`src/rtl/cascade_counter.sv`:
```
// cascade_counter
//
// Chain of STAGES modulo counters, WIDTH bits each. Stage 0 moves by STEP per
// enabled cycle; every higher stage moves by one when all stages below it
// carry (up) or borrow (down). Used for grid scanning and display timing.
//
// Parameters
//   STAGES       number of cascaded stages (1..8)
//   WIDTH        bits per stage
//   MAX_VALUES   packed per-stage modulus (exclusive), stage i at [i*WIDTH +: WIDTH]
//   RESET_VALUES packed per-stage reset value
//   STEP         stage-0 increment/decrement, 1 <= STEP < modulus of stage 0
//
// Ports
//   clk         clock, rising edge
//   reset       synchronous active-high reset, highest priority
//   enable      advance the chain this cycle
//   up          1 = count up, 0 = count down
//   load        parallel load of load_value (wins over enable)
//   load_value  packed load data, same layout as count
//   count       registered stage values
//   carry       combinational per-stage carry/borrow-out in the current direction
//   done        registered one-cycle pulse after the whole chain wraps

module cascade_counter #(
    parameter int unsigned                STAGES       = 2,
    parameter int unsigned                WIDTH        = 8,
    parameter logic [STAGES*WIDTH-1:0]    MAX_VALUES   = {8'd48, 8'd64},
    parameter logic [STAGES*WIDTH-1:0]    RESET_VALUES = '0,
    parameter int unsigned                STEP         = 1
) (
    input  logic                      clk,
    input  logic                      reset,
    input  logic                      enable,
    input  logic                      up,
    input  logic                      load,
    input  logic [STAGES*WIDTH-1:0]   load_value,
    output logic [STAGES*WIDTH-1:0]   count,
    output logic [STAGES-1:0]         carry,
    output logic                      done
);

    // Stage arithmetic is one bit wider than a stage so c + s never overflows
    // even when the modulus is close to 2^WIDTH.
    localparam logic [WIDTH:0] StepExt = (WIDTH+1)'(STEP);
    localparam logic [WIDTH:0] OneExt  = {{WIDTH{1'b0}}, 1'b1};

    logic [STAGES*WIDTH-1:0] count_q, count_d;
    logic                    done_q, done_d;

    // Per-stage temporaries, recomputed for each stage inside the loop.
    logic [WIDTH:0]   c_ext, m_ext, s_ext;
    logic [WIDTH:0]   sum_up, nxt_up, nxt_dn;
    logic             wrap_up, wrap_dn;
    logic [WIDTH-1:0] stage_next;
    logic [WIDTH-1:0] ld_slice;
    logic             chain;

    always_comb begin
        count_d    = count_q;
        done_d     = 1'b0;
        carry      = '0;
        chain      = 1'b1;
        c_ext      = '0;
        m_ext      = '0;
        s_ext      = '0;
        sum_up     = '0;
        nxt_up     = '0;
        nxt_dn     = '0;
        wrap_up    = 1'b0;
        wrap_dn    = 1'b0;
        stage_next = '0;
        ld_slice   = '0;
        for (int i = 0; i < STAGES; i++) begin
            c_ext   = {1'b0, count_q[i*WIDTH +: WIDTH]};
            m_ext   = {1'b0, MAX_VALUES[i*WIDTH +: WIDTH]};
            s_ext   = (i == 0) ? StepExt : OneExt;

            sum_up  = c_ext + s_ext;
            wrap_up = (sum_up >= m_ext);
            wrap_dn = (c_ext < s_ext);
            nxt_up  = wrap_up ? (sum_up - m_ext) : sum_up;
            nxt_dn  = wrap_dn ? (c_ext + m_ext - s_ext) : (c_ext - s_ext);
            stage_next = WIDTH'(up ? nxt_up : nxt_dn);

            // Out-of-range load slices are folded back into range. This is the
            // defined behaviour for STEP == 1; for larger steps such a load is
            // illegal and gets the same folding rather than an undefined state.
            ld_slice = load_value[i*WIDTH +: WIDTH];
            if (load) begin
                count_d[i*WIDTH +: WIDTH] = ld_slice % MAX_VALUES[i*WIDTH +: WIDTH];
            end else if (enable && chain) begin
                // chain here is the AND of all lower-stage carries.
                count_d[i*WIDTH +: WIDTH] = stage_next;
            end

            chain    = chain & (up ? wrap_up : wrap_dn);
            carry[i] = chain;
        end
        // After the loop chain is the full-chain wrap flag.
        if (!load && enable) begin
            done_d = chain;
        end
    end

    always_ff @(posedge clk) begin
        if (reset) begin
            count_q <= RESET_VALUES;
            done_q  <= 1'b0;
        end else begin
            count_q <= count_d;
            done_q  <= done_d;
        end
    end

    assign count = count_q;
    assign done  = done_q;

endmodule
```
`config.mk`:
```
export PLATFORM = sky130hd
export DESIGN_NAME = cascade_counter
export DESIGN_NICKNAME = d
export VERILOG_FILES = /design/src/rtl/cascade_counter.sv
export SDC_FILE = /design/constraint.sdc
export NUM_CORES = 1
export LEC_CHECK = 0
export ABC_AREA = 0
export CORE_UTILIZATION = 46
export CTS_CLUSTER_SIZE = 20
export DETAILED_ROUTE_END_ITERATION = 10
export DONT_BUFFER_PORTS = 1
export GPL_ROUTABILITY_DRIVEN = 1
export PLACE_DENSITY_LB_ADDON = 0.08
export REMOVE_ABC_BUFFERS = 1
export SYNTH_ARGS = -nofsm -noshare
export SYNTH_HDL_FRONTEND = slang
export SYNTH_SLANG_ARGS = --single-unit
```
`constraint.sdc`:
```
create_clock -name clk -period 8.7 [get_ports clk]
set_input_delay 1.74 -clock clk [delete_from_list [all_inputs] [get_ports clk]]
set_output_delay 1.74 -clock clk [all_outputs]
set_load 0.05 [all_outputs]
```
==> out/summary.md <==
## Global routing
* 0.2073 — all-layer global routing usage
* 0 — antenna violations before repair
* 1523 — vias in the first global route
* 28 — largest net degree at the start of global routing
* 6.893 mm — first-pass GRT wire length
* 0 — Remaining Overflow, GRT

## Power and ir drop
* 234.6 uW — post-route total power
* 70.71 uV — peak ir drop on the vdd network
* 133.7 mW/mm2 — power density cells
* 0.6663 nW — Lkg Pwr

## Logic synthesis
* sky130_fd_sc_hd__dfxtp_1 — ys flop type
* 31 x sky130_fd_sc_hd__nor2_1, 26 x sky130_fd_sc_hd__nand2_1, 22 x sky130_fd_sc_hd__a21oi_1 — list of most frequent post-synthesis cells
* 0.1933 — sequential cell area fraction in the yosys report
* 0 — count of flip-flops with a built-in enable after synthesis
* 52 — number of distinct library cell variants in the gate-level netlist after synthesis
* 0 — fraction of registers with async set or reset after synthesis
* sky130_fd_sc_hd__nor2_1 — most frequent cell after synthesis
* 7.156 um2 — synthesized area per cell
* 0 — Synthesis Warnings
* 0.1933 — area share of the largest cell type after synthesis
* sky130_fd_sc_hd__dfxtp_1 — Yosys top cell by area
* sky130_fd_sc_hd__dfxtp_1 19%, sky130_fd_sc_hd__nor2_1 6.6%, sky130_fd_sc_hd__a21oi_1 6.3% — main area contributors after synthesis
* 0.001760 mm2 — total standard cell area after synthesis
* 246 — number of instances in the synthesized netlist
* 17 — Yosys reg bits

## Layout
* 259 — Post-layout nets
* 0 — antenna fix cells
* 391 — number of filler instances in the final layout
* -0.3555% — Area Growth Syn to Fin
* 340.3 um2 — sequential cell area
* 0.001270 mm2 — area of the multi-input gates
* 0.06550 — ratio of cells with drive above 1 in the final layout

## Clock tree
* 0 — number of cells upsized or downsized after cts
* 0 — number of buffers inserted by post-CTS setup repair
* done — CTS tree
* 2 — largest buffer count on any clock path
* 0 — hold buffers post-CTS
* 0.25 ns — clk_lat worst skew
* 0.07 ns — clock-pin slew reported for the worst setup and hold paths after clock tree synthesis
* 17 — clk sink count
* sky130_fd_sc_hd__clkbuf_8 — CTS Root Cell
* 3 — Num CTS Buffers
* 1 — number of H-tree levels

## Drt
* 6.072 — Avg Vias per Cell
* 0 — remaining antenna violation count
* 4.189 mm — overall routed net length
* 0 — DRC violations left
* 1682 — routed vias
* 79 — iteration-0 DRC count of the detailed router
* 4 — DRT Pass-1 Iters
* 15.12 um — routed len/inst

## Placed design
* 0 — number of buffers added on ports
* 0.8430 — placer's final routability congestion estimate
* 2.985 mm — hpwl dp

## Worst hold path
* 2 — number of cells on the worst hold path
* count[14]$_SDFFE_PP0P_ — Min-Delay Startpoint
* flop to flop — class of the tightest hold or removal check
* count[14]$_SDFFE_PP0P_ — capture endpoint of the worst hold path

## Setup path
* 10 — count of cells along the worst register-to-register path
* flop to primary output — type of the setup path with the least slack
* 12 — critical path fanouts, max
* count[8]$_SDFFE_PP0P_ — critical register-to-register path startpoint
* count[12]$_SDFFE_PP0P_ — worst reg2reg path endpoint
* flop — critical path startpoint category
* 5.23 ns — register-to-register setup slack
* primary output — crit path capture type
* 3.64 ns — Critical Path AT
* 6.96 ns — WP data required

## Floorplan
* 63.87 um — vertical die dimension
* 40 — top-level port count
* 0.003661 mm2 — Floorplan Core Area
* 22 — number of cell rows
* 0.004079 mm2 — Die Footprint
* 63.87 um — Die X
* 0.4809 — effective utilization at floorplan

## Timing
* 0.1860 GHz — highest achievable clock rate
* 0.8909 ns — worst-margin pin slew
* 0 — Final Hold Fails
* 0.003625 ns — Clock Skews
* 0.6178 — final critical-path share of the clock period
* 0.4039 — remaining max-slew budget at the tightest pin
* 0 — Final setup viols
* 0.8521 ns — smallest hold slack
* no — RSZ-0062 raised after global routing
* 5.375 ns — shortest clock period the worst path allows after layout
* 0 — final max-slew violation count
* 0 ns — Sum Neg Setup Slack

## Run status
* finished clean — outcome

## Run
* 0 — Max-cap violations

## cells in the final DEF (no fill, tap or decap), types with 5 or more instances in the layout
cell type,count
sky130_fd_sc_hd__xor2_1,8
sky130_fd_sc_hd__mux2i_1,5
sky130_fd_sc_hd__ha_1,8
sky130_fd_sc_hd__nor2_1,31
sky130_fd_sc_hd__o21ai_0,9
sky130_fd_sc_hd__nor4_1,6
sky130_fd_sc_hd__dfxtp_1,17
sky130_fd_sc_hd__nand2_1,26
sky130_fd_sc_hd__nor3_1,8
sky130_fd_sc_hd__inv_1,8
sky130_fd_sc_hd__xnor2_1,12
sky130_fd_sc_hd__a21oi_1,22
sky130_fd_sc_hd__nand3_1,6
## worst max-delay path, stage by stage (launching register included)
cell                        delay [ns]
sky130_fd_sc_hd__dfxtp_1          0.87
sky130_fd_sc_hd__ha_1             0.42
sky130_fd_sc_hd__nand3_1          0.20
sky130_fd_sc_hd__xnor2_1          0.32
sky130_fd_sc_hd__ha_1             0.26
sky130_fd_sc_hd__o2111ai_1        0.12
sky130_fd_sc_hd__o21ai_1          0.20
sky130_fd_sc_hd__or3_4            0.22
sky130_fd_sc_hd__a21oi_1          0.07
sky130_fd_sc_hd__nor2_1           0.70
## metal layers
metal  vias to the layer above  wire length (um)  global-route usage
met5                         -                 0                   0
met4                         0                31             0.04261
met3                         6               240             0.05000
met2                        50              1918              0.3551
met1                       779              1998              0.2611
li1                        847                 -                   -
## worst max path at each step
stage | startpoint | to | slack, ns | cells after the start
2_1_floorplan | count[8]$_SDFFE_PP0P_ | carry[1] | 4.00 | 9
3_3_place_gp | count[8]$_SDFFE_PP0P_ | carry[1] | 3.69 | 9
3_5_place_dp | count[8]$_SDFFE_PP0P_ | carry[1] | 3.59 | 9
4_1_cts | count[8]$_SDFFE_PP0P_ | carry[1] | 3.32 | 9
5_1_grt | count[8]$_SDFFE_PP0P_ | carry[1] | 3.08 | 9
6_report | count[8]$_SDFFE_PP0P_ | carry[1] | 3.32 | 9
## state kept, by name, indices dropped and copies added (netlist names)
name and flops:
done 1, count 16
## area by class of cell
class	instances	area share
clock inverter	1	0.002853
sequential	17	0.1940
multi-input combinational	199	0.7240
tap	48	0.03424
clock buffer	3	0.02354
timing repair buffer	1	0.004280
inverter	8	0.01712
## cells by family after synthesis
kind of cell / Yosys count / synth area share
DFF: 17 / 0.1933
muxes: 8 / 0.04762
buffers and inverters: 30 / 0.08529
xor gates and xnor gates: 20 / 0.09950
AOI/OAI and AO/OA: 59 / 0.2161
and+or+nand+nor: 104 / 0.3014
adders and majority gates: 8 / 0.05686
## through the flow
step	cell area (um2)	setup WS [ns]	instances	utilization
after floorplan	1640	3.998	224	-
after global placement	1708	3.687	273	0.4665
after detailed placement	1708	3.591	273	0.4665
after CTS	1754	3.316	277	0.4792
after global routing	1754	3.079	277	0.4792
final	1754	3.325	277	0.4792
## power by group
| part | internal (mW) | leakage [nW] | switching [mW] |
|---|---|---|---|
| Combinational | 0.0292 | 0.501 | 0.0313 |
| Clock | 0.0317 | 0.0255 | 0.0277 |
| Sequential | 0.0828 | 0.140 | 0.0319 |
Power figures use the tool's default switching activity.
